File: config.mk
export PLATFORM = sky130hd
export DESIGN_NAME = bus_arbiter_nxm
export DESIGN_NICKNAME = d
export VERILOG_FILES = /design/src/rtl/bus_arbiter_nxm.sv
export SDC_FILE = /design/constraint.sdc
export NUM_CORES = 1
export LEC_CHECK = 0
export ABC_CLOCK_PERIOD_IN_PS = 3700
export BUFFER_PORTS_ARGS = -buffer_cell sky130_fd_sc_hd__buf_2
export CAP_MARGIN = 10
export CORE_AREA = 2 2 112 114
export DETAILED_ROUTE_END_ITERATION = 10
export DIE_AREA = 0 0 114 116
export GPL_TIMING_DRIVEN = 0
export PLACE_DENSITY_LB_ADDON = 0.25
export SYNTH_ARGS = -nofsm -noshare
export SYNTH_HDL_FRONTEND = slang
export SYNTH_SLANG_ARGS = --single-unit
File: constraint.sdc
create_clock -name clk -period 3.7 [get_ports clk]
set_input_delay 0.925 -clock clk [delete_from_list [all_inputs] [get_ports clk]]
set_output_delay 0.925 -clock clk [all_outputs]
set_load 0.02 [all_outputs]
File: src/rtl/bus_arbiter_nxm.sv
// Shared-bus interconnect: round-robin arbitration of NUM_M masters onto NUM_S address-windowed slaves.
// Optional grant-hold timeout is built only when the BUS_TIMEOUT_EN macro is defined.
//
//   state | meaning
//   IDLE  | no grant; pick next requester in round-robin order from rr_q
//   GRANT | one master owns the bus until it drops its request (or the hold times out)
module bus_arbiter_nxm #(
   parameter int NUM_M   = 2,
   parameter int NUM_S   = 4,
   parameter int AW      = 8,
   parameter int DW      = 32,
   parameter int SLV_AW  = 5,
   parameter int TIMEOUT = 64
) (
   input  logic                clk,
   input  logic                reset_n,
   input  logic [NUM_M-1:0]    M_req,
   input  logic [NUM_M-1:0]    M_wr,
   input  logic [NUM_M*AW-1:0] M_addr,
   input  logic [NUM_M*DW-1:0] M_dout,
   output logic [NUM_M-1:0]    M_grant,
   output logic [DW-1:0]       M_din,
   output logic [NUM_S-1:0]    S_sel,
   output logic [AW-1:0]       S_addr,
   output logic [DW-1:0]       S_din,
   output logic                S_wr,
   input  logic [NUM_S*DW-1:0] S_dout
);

   localparam int MW = (NUM_M > 1) ? $clog2(NUM_M) : 1;
   localparam int SW = AW - SLV_AW;

   if (NUM_M < 1 || NUM_M > 8 || NUM_S < 1 || NUM_S > (1 << SW) || TIMEOUT < 1) begin : g_param_check
      $error("bus_arbiter_nxm: illegal parameter combination");
   end

   typedef enum logic {IDLE, GRANT} state_t;

   state_t           state_q, state_d;
   logic [NUM_M-1:0] grant_q, grant_d;
   logic [NUM_M-1:0] eligible;
   logic [MW-1:0]    g_q, g_d, rr_q, rr_d, pick;
   logic             found, req_g, hold_expired;
   logic [AW-1:0]    fwd_addr;
   logic [DW-1:0]    fwd_dout;
   logic             fwd_wr;
   logic [SW-1:0]    idx, rd_idx_q;
   logic             valid, rd_v_q;

`ifdef BUS_TIMEOUT_EN
   localparam int CW = $clog2(TIMEOUT + 1);
   logic [CW-1:0]    cnt_q;
   logic [NUM_M-1:0] blocked_q, blocked_d;

   // Down-counter reloads throughout IDLE, so every new grant starts a fresh hold window.
   always_ff @(posedge clk or negedge reset_n) begin
      if (!reset_n)            cnt_q <= CW'(TIMEOUT - 1);
      else if (state_q == IDLE) cnt_q <= CW'(TIMEOUT - 1);
      else                     cnt_q <= cnt_q - 1'b1;
   end

   assign hold_expired = (state_q == GRANT) && (cnt_q == '0);

   // A revoked master stays ineligible until it is seen with its request low while idle.
   always_comb begin
      blocked_d = blocked_q;
      if (state_q == IDLE)   blocked_d = blocked_q & M_req;
      else if (hold_expired) blocked_d = blocked_q | grant_q;
   end

   always_ff @(posedge clk or negedge reset_n) begin
      if (!reset_n) blocked_q <= '0;
      else          blocked_q <= blocked_d;
   end

   assign eligible = M_req & ~blocked_q;
`else
   assign hold_expired = 1'b0;
   assign eligible     = M_req;
`endif

   always_comb begin
      found = 1'b0;
      pick  = '0;
      for (int i = 0; i < NUM_M; i++) begin
         if (!found && eligible[(int'(rr_q) + i) % NUM_M]) begin
            found = 1'b1;
            pick  = MW'((int'(rr_q) + i) % NUM_M);
         end
      end
   end

   assign req_g = |(M_req & grant_q);

   always_comb begin
      state_d = state_q;
      grant_d = grant_q;
      g_d     = g_q;
      rr_d    = rr_q;
      case (state_q)
         IDLE: begin
            if (found) begin
               grant_d = NUM_M'(1) << pick;
               g_d     = pick;
               state_d = GRANT;
            end
         end
         GRANT: begin
            if (!req_g || hold_expired) begin
               grant_d = '0;
               rr_d    = MW'((int'(g_q) + 1) % NUM_M);
               state_d = IDLE;
            end
         end
         default: state_d = IDLE;
      endcase
   end

   always_ff @(posedge clk or negedge reset_n) begin
      if (!reset_n) begin
         state_q <= IDLE;
         grant_q <= '0;
         g_q     <= '0;
         rr_q    <= '0;
      end else begin
         state_q <= state_d;
         grant_q <= grant_d;
         g_q     <= g_d;
         rr_q    <= rr_d;
      end
   end

   // Grant is one-hot, so a plain select yields zeros on every forwarded field when idle.
   always_comb begin
      fwd_addr = '0;
      fwd_dout = '0;
      fwd_wr   = 1'b0;
      for (int k = 0; k < NUM_M; k++) begin
         if (grant_q[k]) begin
            fwd_addr = M_addr[k*AW +: AW];
            fwd_dout = M_dout[k*DW +: DW];
            fwd_wr   = M_wr[k];
         end
      end
   end

   assign idx   = fwd_addr[AW-1:SLV_AW];
   assign valid = (|grant_q) && (int'(idx) < NUM_S);

   always_comb begin
      S_sel = '0;
      for (int i = 0; i < NUM_S; i++) S_sel[i] = valid && (int'(idx) == i);
   end

   assign S_addr  = fwd_addr;
   assign S_din   = fwd_dout;
   assign S_wr    = fwd_wr & valid;
   assign M_grant = grant_q;

   always_ff @(posedge clk or negedge reset_n) begin
      if (!reset_n) begin
         rd_idx_q <= '0;
         rd_v_q   <= 1'b0;
      end else begin
         rd_idx_q <= idx;
         rd_v_q   <= valid & ~fwd_wr;
      end
   end

   always_comb begin
      M_din = '0;
      for (int i = 0; i < NUM_S; i++) begin
         if (rd_v_q && (int'(rd_idx_q) == i)) M_din = S_dout[i*DW +: DW];
      end
   end

endmodule

==> impl_metrics.yaml, run 1 <==
power_and_ir_drop:
  ir_drop_mv: 0.390
  leakage_uw: 0.00192
  p_int_uw: 1140
  combPwrFrac_pct: 83.3
  swShare_pct: 49.7
  switchingPower_uw: 1130
  power.density_mw_per_mm2: 642
  p_seq_share_pct: 8.3
  clockPowerShare_pct: 8.3
worst_setup_path:
  cp_cell_sequence: "nor2b_1 -> clkbuf_1 -> buf_2 -> a22oi_2 -> inv_1 -> nor2_1 -> buf_2"
  critPathMaxFanout: 10
  start_kind: "flip-flop"
  critPathRequiredTime_ns: 2.77
  cp_slowest_cell: "dfrtp_1"
  r2r-start: "M_grant[0]"
  crit_path_start: "M_grant[0]"
  end_kind: "output pin"
  setup.worst_path.end: "S_sel[2]"
  reg2reg_depth: 5
  cpMostUsedCell: "buf_2"
  cp.arrival_ns: 1.86
  slowest_delay_ns: 0.46
  critPathKind: "reg2out"
  r2r_slack_ns: 2.13
  reg2reg_to: "rd_v_q"
synth:
  synth-adder-area-share_pct: 0
  synth_ff_type: "dfrtp_1"
  ys_async_sr_fraction_pct: 100
  synth_compound_area_share_pct: 23.2
  synth_xor_area_share_pct: 0
  syn_nets: 381
  synth_cells: 167
  synth_edf_count: 0
  syn_area_mm2: 0.00181
  avgSynthCellArea_um2: 10.8
  yosysUniqueCellTypes: 23
  synthSimpleGateAreaFrac_pct: 17.2
  synth.ff_latch_count: 9
  synth_top_family_by_area: "multiplexers"
  yosysWarnings: 0
  ys_seq_area_share_pct: 12.4
  synth.area.mux_share_pct: 40.4
detailed_routing:
  drc: 0
  routedWlPerCell_um: 16.3
  viasPerCell: 4.42
  dr_total_vias: 2708
  drt_pass1_iterations: 2
  ant_nets: 0
  routed_wirelength_um: 9960
  initialDrtViolationCount: 65
sta:
  layout_setup_ws_ns: 0.918
  worst_pin_slew_ns: 0.476
  final-hold-violation-count: 0
  period_needed_ns: 2.78
  finalCritPeriodShare_pct: 75.2
  setup_viol: 0
  finClkSkew_ns: 0.00349
  drv_slew: 0
  max_freq_ghz: 0.359
  setup_tns_ns: 0
  relSlewSlack_pct: 68.2
  rsz0062_at_grt: "no"
  whs_ns: 0.440
cts:
  cts_sinks: 9
  postCtsSetupRepairBufs: 0
  cts_hold_buf: 0
  insertion_delay_ns: 0.23
  cts-root-buf: "clkbuf_16"
  cts_tree: "done"
  cts_inserted_buffers: 3
  cts.clk_slew.worst_paths_ns: 0.04
  clockBufferDepth: 2
  ctsResizeCount: 0
  htreeDepth: 1
placed_design:
  dpl_worst_slack_ns: 0.958
  io_buffers: 292
  dp_hpwl_um: 9120
  gp_congestion: 0.802
layout:
  seq_area_um2: 225
  multi_input_area_mm2: 0.00146
  drive_gt1_share_pct: 73.9
  post-route-util_pct: 29.7
  final_nets: 678
  fill_cells: 1315
  syn_to_final_growth_pct: 95.5
floorplan:
  fp.dieH_um: 116
  core_mm2: 0.0119
  die-width_um: 114
  start_util_pct: 15.2
  ioPinCount: 293
  dieArea_mm2: 0.0132
  core.rowCount: 40
grt:
  grt_use_total_pct: 13.7
  antenna_found_initial: 2
  grt_start_max_net_pins: 11
  grt.overflow.total: 0
  grt_pass1_wl_um: 14200
  grt_pass1_vias: 2833
run_status:
  outcome: "completed"
min_path:
  hold_path.class: "reg2reg"
flow_run:
  cap_violations: 0
-- cell families (layout without fill, tap and decap cells) --
family	Yosys count	after routing
AOI/OAI and AO/OA	50	50
muxes	33	33
and+or+nand+nor	53	53
buffers and inverters	22	318
other	0	2
DFF	9	9
-- power by group through the flow --
| stage | Sequential (uW) | Clock (uW) | Combinational [uW] |
|---|---|---|---|
| 2_1_floorplan | 187 | 0 | 1310 |
| 3_3_place_gp | 193 | 0 | 1910 |
| 3_5_place_dp | 193 | 0 | 1930 |
| 4_1_cts | 192 | 193 | 1930 |
| 5_1_grt | 197 | 203 | 2030 |
| 6_report | 189 | 190 | 1900 |
-- registers in the layout, summed over array words and instances (netlist names) --
register and cells:
M_grant 2, state_q 1, rd_v_q 1, rd_idx_q 3, rr_q 1, g_q 1
-- cell usage in the layout (no fill, tap or decap) --
cell type | Yosys | final
buf_6 | 4 | 4
o31a_1 | 1 | 1
nor4b_1 | 1 | 1
inv_1 | 2 | 2
mux4_2 | 32 | 32
nand3_1 | 1 | 1
a31o_2 | 2 | 2
a22oi_2 | 1 | 1
dfrtp_1 | 9 | 9
clkbuf_16 | 0 | 3
diode_2 | 0 | 2
clkbuf_1 | 8 | 9
mux2i_1 | 1 | 1
nand2b_1 | 5 | 5
nor2_1 | 6 | 6
a22o_1 | 38 | 38
buf_2 | 8 | 300
a22oi_1 | 1 | 1
nor2b_1 | 33 | 33
o22a_1 | 1 | 1
nand3b_1 | 3 | 3
o21ai_0 | 1 | 1
nand2_1 | 4 | 4
a21o_1 | 1 | 1
a21oi_1 | 4 | 4
-- through the flow --
step | instances | instance area, um^2 | total power, uW
finish | 612 | 3540 | 2270
floorplan | 167 | 1810 | 1500
CTS | 610 | 3530 | 2310
global placement | 606 | 3460 | 2110
detailed placement | 606 | 3460 | 2120
global route | 612 | 3540 | 2430
-- worst min-delay path by stage --
stage,startpoint,endpoint,cells past startpoint
after CTS,g_q,rr_q,1
after global placement,g_q,rr_q,1
after detailed placement,g_q,rr_q,1
after floorplan,g_q,rr_q,1
final,g_q,rr_q,1
after global routing,g_q,rr_q,1
-- cell usage after synthesis (2+ instances only) --
cell,instances,area (um^2)
a22o_1,38,333
nor2b_1,33,206
mux4_2,32,721
dfrtp_1,9,225
buf_2,8,40.0
clkbuf_1,8,30.0
nor2_1,6,22.5
nand2b_1,5,31.3
a21oi_1,4,20.0
buf_6,4,45.0
nand2_1,4,15.0
nand3b_1,3,22.5
a31o_2,2,17.5
inv_1,2,7.51
-- worst max-delay path, delay by kind of cell (launching register included) --
kind | cells | cell delay (ns)
buf+inv | 4 | 0.68
flops | 1 | 0.46
simple gates | 2 | 0.29
compound gates | 1 | 0.19
-- per-layer routing --
metal | GRT usage (%) | routed length (um) | up-vias
li1 | - | - | 1271
met5 | 0 | 0 | -
met1 | 14.3 | 3570 | 1257
met4 | 2.52 | 131 | 0
met3 | 1.83 | 805 | 8
met2 | 28.8 | 5450 | 172
-- final cells by class --
type / count / share of cell area (%)
inverters: 2 / 0.212
diodes: 2 / 0.141
plain buffers: 20 / 3.25
multi-input cells: 136 / 41.3
clock buffers: 4 / 2.23
flip-flops and latches: 9 / 6.36
well taps: 147 / 5.20
repair buffers: 292 / 41.3
(Power assumes the default switching activity.)
==> run 2, diff against run 1 <==
- ABC_CLOCK_PERIOD_IN_PS: 3700 -> 2600
- CORE_AREA: 2 2 112 114 -> 2 2 113 115
- DIE_AREA: 0 0 114 116 -> 0 0 115 117
- clock period: 3.7 -> 2.6 ns (I/O delays scaled with it)
==> run 2 against run 1 <==
  * Flip-flop and latch count stayed put
  * Clock power up 42%
  * Non-clock buffer count rose by 1
  * Final cell count rose by 0.49%
  * Via count down 0.96%
  * Critical path depth unchanged
  * Design area rose by 0.35%
  * Critical endpoint unchanged
  * Largest cell class unchanged
  * Highest routed layer unchanged
==> impl_metrics.yaml, run 2 (synthesis results as in run 1) <==
worst_setup_path:
  critPathRequiredTime_ns: 1.95
  slowest_delay_ns: 0.45
  cp_slowest_cell: "dfrtp_1"
  end_kind: "output pin"
  crit_path_start: "M_grant[0]"
  start_kind: "flip-flop"
  critPathMaxFanout: 10
  reg2reg_to: "rd_idx_q[1]"
  cp.arrival_ns: 1.83
  reg2reg_depth: 3
  r2r-start: "M_grant[1]"
  cp_cell_sequence: "nor2b_1 -> clkbuf_2 -> buf_4 -> a22oi_2 -> inv_1 -> nor2_1 -> buf_2"
  r2r_slack_ns: 1.04
  critPathKind: "reg2out"
sta:
  relSlewSlack_pct: 60.4
  max_freq_ghz: 0.403
  finClkSkew_ns: 0.00353
  period_needed_ns: 2.48
  finalCritPeriodShare_pct: 95.4
  drv_slew: 0
  rsz0062_at_grt: "no"
  whs_ns: 0.257
  setup_viol: 0
  worst_pin_slew_ns: 0.594
  setup_tns_ns: 0
  final-hold-violation-count: 0
detailed_routing:
  drc: 0
  viasPerCell: 4.36
  routed_wirelength_um: 9480
  drt_pass1_iterations: 4
  dr_wl_met3_um: 878
  wl_met2_um: 5100
  ant_nets: 0
  routedWlPerCell_um: 15.4
  initialDrtViolationCount: 110
  dr_total_vias: 2682
  m1WireLength_um: 3440
  highest_layer: "met4"
power_and_ir_drop:
  clockPowerShare_pct: 8.3
  power.density_mw_per_mm2: 910
  combPwrFrac_pct: 83.4
  p_int_uw: 1640
  switchingPower_uw: 1590
  p_seq_share_pct: 8.3
  leakage_uw: 0.00193
  ir_drop_mv: 0.335
  swShare_pct: 49.2
cts:
  cts.clk_slew.worst_paths_ns: 0.04
  insertion_delay_ns: 0.23
  clockBufferDepth: 2
  cts_tree: "done"
  htreeDepth: 1
  cts_inserted_buffers: 3
  cts_sinks: 9
  cts_hold_buf: 0
  cts-root-buf: "clkbuf_16"
layout:
  multi_input_area_mm2: 0.00146
  seq_area_um2: 225
  regMostFlops: "rd_idx_q"
  final_nets: 679
  largest_reg_flops: 3
  fill_cells: 1337
  drive_gt1_share_pct: 74.1
  mostFrequentLayoutCells: "299 x buf_2, 38 x a22o_1, 33 x nor2b_1, 32 x mux4_2, 9 x dfrtp_1"
  final_common_cell: "buf_2"
  syn_to_final_growth_pct: 96.2
grt:
  grt_use_total_pct: 12.6
  grt_start_max_net_pins: 11
  antenna_found_initial: 1
  grt.overflow.total: 0
  grt_pass1_vias: 2749
  grt_pass1_wl_um: 13400
floorplan:
  ioPinCount: 293
  die-width_um: 115
  dieArea_mm2: 0.0135
  start_util_pct: 14.7
  core.rowCount: 41
  fp.dieH_um: 117
  core_mm2: 0.0123
placed_design:
  io_buffers: 292
  gp_congestion: 0.769
  dp_hpwl_um: 8510
run_status:
  outcome: "completed"
min_path:
  hold_path.class: "in2async"
flow_run:
  cap_violations: 0
[run 2: area by class of cell]
type / count / share of cell area (%)
well taps: 150 / 5.28
inverters: 2 / 0.211
flip-flops and latches: 9 / 6.34
multi-input cells: 136 / 41.2
diodes: 1 / 0.0704
repair buffers: 293 / 41.4
plain buffers: 20 / 3.35
clock buffers: 4 / 2.22
[run 2: power by group through the flow]
stage                     clock network (uW)  registers [uW]  logic, uW
after floorplan                            0             266       1870
after global placement                     0             269       2700
after detailed placement                   0             270       2710
after CTS                                275             268       2730
after global routing                     286             278       2910
final                                    270             268       2690
[run 2: repair_timing]
| action | in CTS | in global routing |
|---|---|---|
| pin swaps | 1 | 0 |
| cloned | 0 | 0 |
| resized for setup | 1 | 1 |
| setup buffers | 1 | 0 |
| endpoints found under the setup margin | 4 | 7 |
[run 2: metal layers]
metal	vias to the layer above	track usage (%)
met5	-	0
met4	0	2.49
met3	6	2.27
met2	178	25.4
met1	1225	13.5
li1	1273	-
[run 2: how the worst max path moves through the flow]
| stage | endpoint | slack, ns | cells past startpoint |
|---|---|---|---|
| after floorplan | S_sel[0] | 0.37 | 6 |
| after global placement | S_sel[0] | 0.18 | 7 |
| after detailed placement | S_sel[0] | 0.19 | 7 |
| after CTS | S_wr | 0.04 | 6 |
| after global routing | S_sel[0] | 0.007 | 7 |
| final | S_sel[2] | 0.12 | 7 |
[run 2: stage by stage]
stage	std cells	utilization, %	setup WS, ns	instance area [um^2]	total power [uW]
finish	615	28.9	0.121	3550	3230
global route	615	28.9	0.00683	3550	3470
CTS	614	28.8	0.0446	3550	3280
detailed placement	609	28.1	0.189	3460	2980
global placement	609	28.1	0.181	3460	2970
floorplan	167	-	0.370	1810	2140
[run 2: critical path: cells and delay by family (launching register included)]
family	cells	cell delay, ns
flip-flops	1	0.45
AND/OR/NAND/NOR	2	0.29
buffers and inverters	4	0.66
AO/OA/AOI/OAI	1	0.18
==> run 3, diff against run 2 <==
- CTS_BUF_LIST: unset -> sky130_fd_sc_hd__clkbuf_8
==> run 3 against run 2 <==
  * Sequential power about the same
  * Wire length down 0.49%
  * Count of clock-buffer cells in the layout down 1
  * Clock skew up 0.0039 ns
  * Total power down 3.6%
  * Non-clock buffer count unchanged
  * Die area unchanged
  * Critical path depth unchanged
  * Global-route usage about the same
  * Largest cell class unchanged
==> impl_metrics.yaml, run 3 (synthesis results as in run 1) <==
cts:
  clockBufferDepth: 2
  cts_tree: "done"
  cts-root-buf: "clkbuf_8"
  cts_sinks: 9
  cts_hold_buf: 0
  htreeDepth: 1
  cts_inserted_buffers: 3
  insertion_delay_ns: 0.24
  cts.clk_slew.worst_paths_ns: 0.05
grt:
  grt_pass1_wl_um: 13400
  grt.overflow.total: 0
  grt_pass1_vias: 2753
  grt_start_max_net_pins: 11
  grt_use_total_pct: 12.5
  antenna_found_initial: 1
power_and_ir_drop:
  clockPowerShare_pct: 5.2
  leakage_uw: 0.00192
  p_int_uw: 1540
  total_power_uw: 3120
  combPwrFrac_pct: 86.3
  switchingPower_uw: 1580
  p_seq_share_pct: 8.5
  power.density_mw_per_mm2: 886
  swShare_pct: 50.6
  ir_drop_mv: 0.335
worst_setup_path:
  end_kind: "output pin"
  critPathMaxFanout: 10
  start_kind: "flip-flop"
  critPathKind: "reg2out"
  crit_family: "buffers and inverters"
  critPathRequiredTime_ns: 1.95
  cp_cell_sequence: "nor2b_1 -> clkbuf_2 -> buf_4 -> a22oi_2 -> inv_1 -> nor2_1 -> buf_2"
  slowest_delay_ns: 0.45
  cp_slowest_cell: "dfrtp_1"
  crit_buf_inv: 4
  cp.arrival_ns: 1.83
placed_design:
  dpl_worst_slack_ns: 0.189
  io_buffers: 292
  gp_congestion: 0.769
  dp_hpwl_um: 8510
  place_area_mm2: 0.00346
detailed_routing:
  drc: 0
  routed_wirelength_um: 9430
  initialDrtViolationCount: 94
  drt_pass1_iterations: 4
  viasPerCell: 4.36
  dr_total_vias: 2683
  ant_nets: 0
  routedWlPerCell_um: 15.3
sta:
  worst_pin_slew_ns: 0.593
  drv_slew: 0
  setup_tns_ns: 0
  max_freq_ghz: 0.404
  rsz0062_at_grt: "no"
  period_needed_ns: 2.48
  final-hold-violation-count: 0
  relSlewSlack_pct: 60.5
  finClkSkew_ns: 0.00742
  layout_setup_ws_ns: 0.125
  setup_viol: 0
  finalCritPeriodShare_pct: 95.2
layout:
  regMostFlops: "rd_idx_q"
  fill_cells: 1337
  final_common_cell: "buf_2"
  design_area_mm2: 0.00352
  mostFrequentLayoutCells: "299 x buf_2, 38 x a22o_1, 33 x nor2b_1, 32 x mux4_2, 9 x dfrtp_1"
  final_nets: 679
  multi_input_area_mm2: 0.00146
  drive_gt1_share_pct: 74.1
  largest_reg_flops: 3
  seq_area_um2: 225
  syn_to_final_growth_pct: 94.3
floorplan:
  fp.dieH_um: 117
  die-width_um: 115
  ioPinCount: 293
  core.rowCount: 41
  core_mm2: 0.0123
  dieArea_mm2: 0.0135
  start_util_pct: 14.7
run_status:
  outcome: "completed"
min_path:
  hold_path.class: "in2async"
flow_run:
  cap_violations: 0
[run 3: changes by cell type in the layout (fill, tap and decap cells not counted)]
| cell | before | now |
|---|---|---|
| clkbuf_1 | 8 | 7 |
| clkbuf_16 | 3 | 0 |
| clkbuf_8 | 0 | 3 |
| inv_1 | 2 | 3 |
[run 3: power by group through the flow]
stage | combinational [uW] | clock, uW | sequential, uW
2_1_floorplan | 1870 | 0 | 266
3_3_place_gp | 2700 | 0 | 269
3_5_place_dp | 2710 | 0 | 270
4_1_cts | 2730 | 162 | 269
5_1_grt | 2910 | 173 | 278
6_report | 2690 | 161 | 266
[run 3: cell type report]
type / count / area share, %
clock inverter: 1 / 0.107
clock buffer: 3 / 1.17
buffer: 20 / 3.38
multi-input combinational: 136 / 41.6
timing repair buffer: 293 / 41.7
antenna: 1 / 0.0711
tap: 150 / 5.33
sequential: 9 / 6.40
inverter: 2 / 0.213
[run 3: layer usage]
layer | share of wire [%] | vias up | global-route usage [%] | routed length, um
met1 | 36 | 1226 | 13.5 | 3410
li1 | - | 1272 | - | -
met5 | 0 | - | 0 | 0
met2 | 54 | 180 | 25.5 | 5100
met3 | 9.3 | 5 | 2.27 | 881
met4 | 0.37 | 0 | 2.25 | 35
[run 3: worst reg2reg max path: stages (launching register included)]
cell,delay (ns)
dfrtp_1,0.42
buf_2,0.25
clkbuf_1,0.41
o21ai_0,0.26
[run 3: through the flow]
stage | utilization [%] | hold slack [ns] | std cells
floorplan | - | 0.354 | 167
global placement | 28.1 | 0.437 | 609
detailed placement | 28.1 | 0.444 | 609
CTS | 28.5 | 0.259 | 614
global route | 28.6 | 0.260 | 615
finish | 28.6 | 0.249 | 615
[run 3: worst paths after layout]
| path | depth (start not counted) | slack, ns | endpoint | from |
|---|---|---|---|---|
| worst min-delay path | 1 | 0.25 | state_q | reset_n |
| min in group clk | 1 | 0.44 | rr_q | g_q |
| worst max-delay path | 7 | 0.12 | S_sel[2] | M_grant[0] |
| worst min register to register | 1 | 0.44 | rr_q | g_q |
| worst max register to register | 3 | 1.08 | rd_idx_q[1] | M_grant[1] |
| max in group asynchronous | 1 | 2.17 | rd_v_q | reset_n |
[run 3: what timing repair did]
item	in CTS	in global routing
buffers inserted	1	0
endpoints found under the setup margin	4	7
resized for setup	1	1
pin swaps	1	0
